===== src/rtl/dyn_configurator_pkg.sv =====
// mdc_cfg_pkg: FSM state encodings and ID/index helpers shared by
// dyn_configurator and its configuration table.
package mdc_cfg_pkg;

    typedef enum logic [1:0] {
        ST_IDLE   = 2'd0,
        ST_DRAIN  = 2'd1,
        ST_SETTLE = 2'd2
    } cfg_state_e;

    localparam int ID_NONE = 0;

    // Configuration IDs are 1-based; ID_NONE marks "nothing applied".
    function automatic logic id_valid(input int unsigned id, input int unsigned n_cfg);
        return (id != ID_NONE) && (id <= n_cfg);
    endfunction

    function automatic logic idx_in_range(input int unsigned idx, input int unsigned n_cfg);
        return idx < n_cfg;
    endfunction

endpackage


===== src/rtl/dyn_configurator_cfg_table.sv =====
// cfg_table: select-pattern table with an asynchronous read port. With
// CFG_TABLE_WR_EN defined it is a writable register array, else constant.
module cfg_table
    import mdc_cfg_pkg::*;
#(
    parameter int                       SEL_W    = 4,
    parameter int                       N_CFG    = 2,
    parameter logic [N_CFG*SEL_W-1:0]   SEL_INIT = '0,
    parameter int                       ADDR_W   = 1
) (
`ifdef CFG_TABLE_WR_EN
    input  logic              clock,
    input  logic              reset,
    input  logic              tbl_we,
    input  logic [ADDR_W-1:0] tbl_addr,
    input  logic [SEL_W-1:0]  tbl_data,
`endif
    input  logic [ADDR_W-1:0] rd_addr,
    output logic [SEL_W-1:0]  rd_data
);

    logic [SEL_W-1:0] tbl [N_CFG];

`ifdef CFG_TABLE_WR_EN
    // Out-of-range write addresses are dropped rather than aliased.
    always_ff @(posedge clock or posedge reset) begin
        if (reset) begin
            for (int k = 0; k < N_CFG; k++) begin
                tbl[k] <= SEL_INIT[k*SEL_W +: SEL_W];
            end
        end else if (tbl_we && idx_in_range(32'(tbl_addr), N_CFG)) begin
            tbl[tbl_addr] <= tbl_data;
        end
    end
`else
    for (genvar k = 0; k < N_CFG; k++) begin : g_const
        assign tbl[k] = SEL_INIT[k*SEL_W +: SEL_W];
    end
`endif

    always_comb begin
        rd_data = '0;
        if (idx_in_range(32'(rd_addr), N_CFG)) begin
            rd_data = tbl[rd_addr];
        end
    end

endmodule


===== src/rtl/dyn_configurator.sv =====
// dyn_configurator: switches datapath select lines between table-held
// configurations once the datapath drains. Optional macro: CFG_TABLE_WR_EN.
module dyn_configurator
    import mdc_cfg_pkg::*;
#(
    parameter int                     ID_W       = 8,
    parameter int                     SEL_W      = 4,
    parameter int                     N_CFG      = 2,
    parameter logic [N_CFG*SEL_W-1:0] SEL_INIT   = {4'b1111, 4'b0000},
    parameter int                     SETTLE_CYC = 2,
    localparam int                    ADDR_W     = (N_CFG > 1) ? $clog2(N_CFG) : 1
) (
    input  logic              clock,
    input  logic              reset,
    input  logic              req_valid,
    input  logic [ID_W-1:0]   req_id,
    output logic              req_ready,
    input  logic              dp_idle,
`ifdef CFG_TABLE_WR_EN
    input  logic              tbl_we,
    input  logic [ADDR_W-1:0] tbl_addr,
    input  logic [SEL_W-1:0]  tbl_data,
`endif
    output logic [SEL_W-1:0]  sel,
    output logic [ID_W-1:0]   active_id,
    output logic              cfg_busy,
    output logic              cfg_done,
    output logic              cfg_err
);

    localparam int CNT_W = (SETTLE_CYC > 0) ? $clog2(SETTLE_CYC + 1) : 1;

    cfg_state_e       state_q, state_d;
    logic [ID_W-1:0]  id_q, id_d;
    logic [SEL_W-1:0] pend_q, pend_d;
    logic [SEL_W-1:0] sel_q, sel_d;
    logic [ID_W-1:0]  act_q, act_d;
    logic [CNT_W-1:0] cnt_q, cnt_d;
    logic             done_q, done_d;
    logic             err_q, err_d;

    logic [ADDR_W-1:0] rd_addr;
    logic [SEL_W-1:0]  rd_data;
    logic              accept;
    logic              req_ok;

    // IDs are 1-based; an invalid ID may alias a real entry but is never used.
    assign rd_addr = ADDR_W'(req_id - ID_W'(1));
    assign accept  = req_valid && (state_q == ST_IDLE);
    assign req_ok  = id_valid(32'(req_id), N_CFG);

    cfg_table #(
        .SEL_W    (SEL_W),
        .N_CFG    (N_CFG),
        .SEL_INIT (SEL_INIT),
        .ADDR_W   (ADDR_W)
    ) u_table (
`ifdef CFG_TABLE_WR_EN
        .clock    (clock),
        .reset    (reset),
        .tbl_we   (tbl_we),
        .tbl_addr (tbl_addr),
        .tbl_data (tbl_data),
`endif
        .rd_addr  (rd_addr),
        .rd_data  (rd_data)
    );

    always_comb begin
        state_d = state_q;
        id_d    = id_q;
        pend_d  = pend_q;
        sel_d   = sel_q;
        act_d   = act_q;
        cnt_d   = cnt_q;
        done_d  = 1'b0;
        err_d   = 1'b0;

        case (state_q)
            ST_IDLE: begin
                if (accept) begin
                    id_d = req_id;
                    if (!req_ok) begin
                        err_d = 1'b1;
                    end else if (req_id == act_q) begin
                        done_d = 1'b1;
                    end else begin
                        // Snapshot now so later table writes cannot leak in.
                        pend_d  = rd_data;
                        state_d = ST_DRAIN;
                    end
                end
            end

            ST_DRAIN: begin
                if (dp_idle) begin
                    sel_d = pend_q;
                    act_d = id_q;
                    cnt_d = '0;
                    if (SETTLE_CYC == 0) begin
                        state_d = ST_IDLE;
                        done_d  = 1'b1;
                    end else begin
                        state_d = ST_SETTLE;
                    end
                end
            end

            ST_SETTLE: begin
                if (cnt_q == CNT_W'(SETTLE_CYC - 1)) begin
                    state_d = ST_IDLE;
                    cnt_d   = '0;
                    done_d  = 1'b1;
                end else begin
                    cnt_d = cnt_q + CNT_W'(1);
                end
            end

            default: begin
                state_d = ST_IDLE;
            end
        endcase
    end

    always_ff @(posedge clock or posedge reset) begin
        if (reset) begin
            state_q <= ST_IDLE;
            id_q    <= ID_W'(ID_NONE);
            pend_q  <= '0;
            sel_q   <= '0;
            act_q   <= ID_W'(ID_NONE);
            cnt_q   <= '0;
            done_q  <= 1'b0;
            err_q   <= 1'b0;
        end else begin
            state_q <= state_d;
            id_q    <= id_d;
            pend_q  <= pend_d;
            sel_q   <= sel_d;
            act_q   <= act_d;
            cnt_q   <= cnt_d;
            done_q  <= done_d;
            err_q   <= err_d;
        end
    end

    assign req_ready = (state_q == ST_IDLE);
    assign cfg_busy  = (state_q == ST_DRAIN) || (state_q == ST_SETTLE);
    assign sel       = sel_q;
    assign active_id = act_q;
    assign cfg_done  = done_q;
    assign cfg_err   = err_q;

endmodule


===== config.mk =====
export PLATFORM = sky130hd
export DESIGN_NAME = dyn_configurator
export DESIGN_NICKNAME = d
export VERILOG_FILES = /design/src/rtl/dyn_configurator_pkg.sv /design/src/rtl/dyn_configurator_cfg_table.sv /design/src/rtl/dyn_configurator.sv
export SDC_FILE = /design/constraint.sdc
export NUM_CORES = 1
export LEC_CHECK = 0
export ABC_AREA = 1
export ABC_CLOCK_PERIOD_IN_PS = 2800
export CORE_UTILIZATION = 50
export CTS_CLUSTER_DIAMETER = 80
export CTS_CLUSTER_SIZE = 40
export DETAILED_ROUTE_END_ITERATION = 8
export PLACE_DENSITY = 0.92
export SLEW_MARGIN = 20
export SYNTH_ARGS = -nofsm -noshare
export SYNTH_HDL_FRONTEND = slang
export SYNTH_SLANG_ARGS = --single-unit

===== constraint.sdc =====
create_clock -name clock -period 2.8 [get_ports clock]
set_input_delay 0.42 -clock clock [delete_from_list [all_inputs] [get_ports clock]]
set_output_delay 0.42 -clock clock [all_outputs]
set_load 0.005 [all_outputs]

==> results of run 1 <==
[synth_stat cells, drive strengths merged]
cell / number
buf: 4
clkbuf: 1
a21oi: 4
ha: 3
nor2: 8
inv: 18
nand3: 7
dfrtp: 24
a21boi: 1
o21ai: 13
nand2: 53
xnor2: 5
nor3b: 1
[layer usage]
| metal | global-route usage, % | up-vias | wire (um) |
|---|---|---|---|
| met4 | 10.00 | 0 | 44 |
| met1 | 26.65 | 433 | 1016 |
| met2 | 35.11 | 35 | 1091 |
| li1 | - | 483 | - |
| met5 | 0 | - | 0 |
| met3 | 3.086 | 4 | 100 |
[kinds of logic after synthesis]
logic type,count (synthesis),synth area share [%]
fa+ha+maj,3,3.244
buf+inv,23,8.539
compound gates,18,8.000
xor+xnor,5,3.784
flops,24,51.89
simple gates,69,24.54
[power by group through the flow]
| stage | registers, uW | logic [uW] | clock network (uW) |
|---|---|---|---|
| finish | 551 | 487 | 176 |
| global route | 570 | 546 | 205 |
| CTS | 551 | 493 | 180 |
| detailed placement | 557 | 490 | 0 |
| global placement | 552 | 467 | 0 |
| floorplan | 548 | 258 | 0 |
[area by class of cell]
type | count | area [um2] | share of cell area, %
tap | 28 | 35.03 | 2.387
sequential | 24 | 600.6 | 40.92
clock buffer | 4 | 36.28 | 2.472
timing repair buffer | 27 | 270.3 | 18.41
multi-input combinational | 95 | 457.9 | 31.20
inverter | 18 | 67.56 | 4.604
[flip-flops by register name, indices dropped and copies added (netlist names)]
register / count
id_q: 8
sel: 1
pend_q: 1
state_q: 2
active_id: 8
cfg_err: 1
cfg_done: 1
cnt_q: 2
[final timing paths]
path	to	cells past startpoint	startpoint	slack [ns]
min in group asynchronous	cnt_q[1]	2	reset	0.58
max in group asynchronous	active_id[4]	2	reset	1.69
worst min-delay path	active_id[0]	2	id_q[0]	0.49
worst max-delay path	req_ready	3	state_q[0]	0.81
worst max register to register	cnt_q[0]	7	state_q[1]	1.12
worst min register to register	active_id[0]	2	id_q[0]	0.49
[through the flow]
| stage | std cells | setup WS, ns |
|---|---|---|
| 6_report | 196 | 0.8081 |
| 5_1_grt | 196 | 0.6990 |
| 4_1_cts | 196 | 0.7987 |
| 3_5_place_dp | 192 | 0.9126 |
| 3_3_place_gp | 192 | 0.9727 |
| 2_1_floorplan | 142 | 1.581 |
[worst max-delay path: stages, from the launching register on]
cell and delay (ns):
dfrtp_1 0.41, inv_1 0.10, ha_1 0.24, clkdlybuf4s50_1 0.53
==> impl_metrics.env, run 1 <==
export IMPL_power_share_sequential_pct=45.4
export IMPL_layout_drive_gt1_share_pct=4.762
export IMPL_hold_slack_ns=0.4883
export IMPL_most_common_layout_cells="52 x nand2_1, 27 x clkdlybuf4s50_1, 24 x dfrtp_1, 17 x inv_1, 12 x o21ai_0"
export IMPL_final_period_utilization_pct=71.14
export IMPL_drv_cap=0
export IMPL_via_per_inst=4.872
export IMPL_synthCells=142
export IMPL_clockRootBuffer="clkbuf_4"
export IMPL_wl_mm=2.253
export IMPL_end_kind="output pin"
export IMPL_final_min_clock_period_ns=1.992
export IMPL_crit_required_ns=2.38
export IMPL_relSlewSlack_pct=42.04
export IMPL_dpl_hpwl_mm=1.741
export IMPL_finalSetupViolations=0
export IMPL_ant_nets=0
export IMPL_groute_usage_overall_pct=21.11
export IMPL_cp_max_fo=4
export IMPL_leakagePower_uw=0.0007187
export IMPL_rsz0062_at_grt="false"
export IMPL_wl_per_cell_um=11.49
export IMPL_drv_slew=0
export IMPL_ctsResizeCount=0
export IMPL_tightest_slew_ns=0.8684
export IMPL_firstDrtPassIters=4
export IMPL_start_util_pct=52.83
export IMPL_place_gp_congestion=0.8386
export IMPL_grt_pass1_wl_mm=3.829
export IMPL_die_h_um=50.11
export IMPL_internal_power_uw=809.6
export IMPL_placed_area_mm2=0.001431
export IMPL_synth_seq_cells=24
export IMPL_syn_avg_cell_area_um2=8.150
export IMPL_fin_tns_setup_ns=0
export IMPL_antenna_found_initial=0
export IMPL_skew_ns=0.006649
export IMPL_fin_util_pct=66.99
export IMPL_cts_setup_buffers=0
export IMPL_min_path_type="register to register"
export IMPL_power_frac_comb_pct=40.1
export IMPL_num_rows=17
export IMPL_synth_area_leader_cell="dfrtp_1"
export IMPL_cp_start_kind="register"
export IMPL_dieWidth_um=50.11
export IMPL_clk_latency_ns=0.31
export IMPL_yosysSeqAreaShare_pct=51.89
export IMPL_drc=0
export IMPL_final_area_mm2=0.001468
export IMPL_p_switching_uw=403.3
export IMPL_clock_path_buffers=2
export IMPL_p_clk_share_pct=14.5
export IMPL_fin_nets=184
export IMPL_drt_iter0_drc=25
export IMPL_grt_ovfl_total=0
export IMPL_yosysWarnings=0
export IMPL_h_tree_depth=1
export IMPL_arrival_ns=1.57
export IMPL_grt_pass1_vias=889
export IMPL_core_mm2=0.002191
export IMPL_fillers=184
export IMPL_die_area_mm2=0.002511
export IMPL_synth_distinct_cells=18
export IMPL_p_per_area_mw_per_mm2=826.4
export IMPL_max_freq_mhz=502.0
export IMPL_grt_max_degree=25
export IMPL_final_common_cell="nand2_1"
export IMPL_hold_viol_final=0
export IMPL_clk_pin_slew_ns=0.12
export IMPL_ctsHoldBuffers=0
export IMPL_yosysTopAreaCellShare_pct=51.89
export IMPL_synth_area_mm2=0.001157
export IMPL_route_vias_total=955
export IMPL_area_delta_synth_final_pct=26.81
export IMPL_syn_nets=157
export IMPL_numCtsBuffers=3
export IMPL_synthTopCellsByArea="dfrtp_1 52%, nand2_1 17%, inv_1 5.5%, o21ai_0 5.2%, xnor2_1 3.8%"
export IMPL_finalPower_uw=1213
export IMPL_status="finished, final reports clean"
export IMPL_sw_frac_of_total_pct=33.25
export IMPL_clkSinkCount=24
export IMPL_io_buffers=27
export IMPL_antenna_cells=0
export IMPL_io_pins=28
export IMPL_cts_tree="built"
export IMPL_criticalPathCategory="register to output pin"
export IMPL_vdd_drop_max_mv=0.4518
Power figures use the tool's default switching activity.
==> inputs of run 2 (changes only) <==
--- a/config.mk
+++ b/config.mk
@@ -6,12 +6,12 @@
 export NUM_CORES = 1
 export LEC_CHECK = 0
 export ABC_AREA = 1
-export ABC_CLOCK_PERIOD_IN_PS = 2800
-export CORE_UTILIZATION = 50
+export ABC_CLOCK_PERIOD_IN_PS = 2100
+export CORE_UTILIZATION = 48
 export CTS_CLUSTER_DIAMETER = 80
 export CTS_CLUSTER_SIZE = 40
 export DETAILED_ROUTE_END_ITERATION = 8
-export PLACE_DENSITY = 0.92
+export PLACE_DENSITY = 0.89
 export SLEW_MARGIN = 20
 export SYNTH_ARGS = -nofsm -noshare
 export SYNTH_HDL_FRONTEND = slang
==> constraint.sdc (replaced) <==
create_clock -name clock -period 2.1 [get_ports clock]
set_input_delay 0.315 -clock clock [delete_from_list [all_inputs] [get_ports clock]]
set_output_delay 0.315 -clock clock [all_outputs]
set_load 0.005 [all_outputs]
==> run 2 against run 1 <==
  * Sequential power is 33% higher
  * Wire length is 0.71% lower
  * Clock skew is 0.0011 ns higher
  * Final area is 1.6% higher
==> impl_metrics.env, run 2 (synthesis gave the netlist of run 1 again) <==
export IMPL_most_common_layout_cells="52 x nand2_1, 27 x clkdlybuf4s50_1, 24 x dfrtp_1, 17 x inv_1, 12 x o21ai_0"
export IMPL_fin_tns_setup_ns=0
export IMPL_fin_util_pct=66.78
export IMPL_via_per_inst=5.000
export IMPL_die_area_mm2=0.002612
export IMPL_clkSinkCount=24
export IMPL_clk_latency_ns=0.31
export IMPL_die_h_um=51.11
export IMPL_clockRootBuffer="clkbuf_4"
export IMPL_num_rows=17
export IMPL_start_util_pct=51.82
export IMPL_hold_viol_final=0
export IMPL_clk_pin_slew_ns=0.13
export IMPL_criticalPathCategory="register to output pin"
export IMPL_grt_pass1_wl_mm=3.857
export IMPL_drv_slew=0
export IMPL_cts_tree="built"
export IMPL_dieWidth_um=51.11
export IMPL_rsz0062_at_grt="false"
export IMPL_io_pins=28
export IMPL_arrival_ns=1.61
export IMPL_wl_mm=2.237
export IMPL_min_path_type="input port to asynchronous set/reset pin"
export IMPL_vdd_drop_max_mv=0.6499
export IMPL_drc=0
export IMPL_firstDrtPassIters=4
export IMPL_layout_drive_gt1_share_pct=5.325
export IMPL_dpl_hpwl_mm=1.691
export IMPL_ctsResizeCount=0
export IMPL_grt_pass1_vias=968
export IMPL_clock_path_buffers=2
export IMPL_grt_max_degree=25
export IMPL_skew_ns=0.007711
export IMPL_groute_usage_overall_pct=20.11
export IMPL_io_buffers=27
export IMPL_fin_nets=185
export IMPL_final_period_utilization_pct=91.54
export IMPL_reg2reg_slack_ns=0.40
export IMPL_max_freq_mhz=520.2
export IMPL_leakagePower_uw=0.0007304
export IMPL_ant_nets=0
export IMPL_drv_cap=0
export IMPL_cp_max_fo=4
export IMPL_route_vias_total=985
export IMPL_p_per_area_mw_per_mm2=1146
export IMPL_cts_setup_buffers=0
export IMPL_antenna_cells=0
export IMPL_final_min_clock_period_ns=1.922
export IMPL_area_delta_synth_final_pct=28.86
export IMPL_finalSetupViolations=0
export IMPL_final_common_cell="nand2_1"
export IMPL_status="finished, final reports clean"
export IMPL_wl_per_cell_um=11.36
export IMPL_h_tree_depth=1
export IMPL_tightest_slew_ns=0.3429
export IMPL_drt_iter0_drc=22
export IMPL_end_kind="output pin"
export IMPL_cp_start_kind="register"
export IMPL_crit_required_ns=1.78
export IMPL_core_mm2=0.002233
export IMPL_grt_ovfl_total=0
export IMPL_ctsHoldBuffers=0
export IMPL_place_gp_congestion=0.7801
export IMPL_antenna_found_initial=0
export IMPL_hold_slack_ns=0.3212
export IMPL_relSlewSlack_pct=77.08
export IMPL_numCtsBuffers=3
## run 2: through the flow
step / area [um2] / total power, uW / setup WS (ns) / cells
floorplan: 1157 / 1076 / 0.8812 / 142
CTS: 1491 / 1725 / 0.1830 / 197
global route: 1491 / 1840 / 0.1141 / 197
detailed placement: 1439 / 1388 / 0.3434 / 193
global placement: 1439 / 1359 / 0.3818 / 193
finish: 1491 / 1709 / 0.1777 / 197
## run 2: layout make-up
cell class,instances,area [um2]
Multi-Input combinational cell,95,457.9
Timing Repair Buffer,28,277.8
Clock inverter,1,30.03
Sequential cell,24,600.6
Clock buffer,3,22.52
Inverter,18,67.56
Fill cell,176,742.0
Tap cell,28,35.03
## run 2: worst max-delay path, stage by stage, from the launching register on
cell	delay [ns]
dfrtp_1	0.44
inv_1	0.10
ha_1	0.22
clkdlybuf4s50_1	0.54
## run 2: path summary, 6_finish.rpt
check,startpoint,to,cells past startpoint
min in group clock,id_q[6],active_id[6],2
max in group asynchronous,reset,active_id[4],3
max,state_q[1],req_ready,3
min reg2reg,id_q[6],active_id[6],2
max reg2reg,state_q[1],cnt_q[0],7
min,reset,active_id[1],3
## run 2: power breakdown
part / leakage, uW / switching, uW / internal [uW]
Clock: 0.0000279 / 136 / 193
Combinational: 0.000398 / 293 / 354
Sequential: 0.000305 / 112 / 620
## run 2: layer usage
| layer | GRT usage, % | vias up | part of all wire, % |
|---|---|---|---|
| met5 | 0 | - | 0 |
| met4 | 10.19 | 0 | 1.7 |
| met3 | 3.571 | 6 | 4.7 |
| met2 | 34.65 | 32 | 50 |
| met1 | 23.84 | 456 | 43 |
| li1 | - | 491 | - |
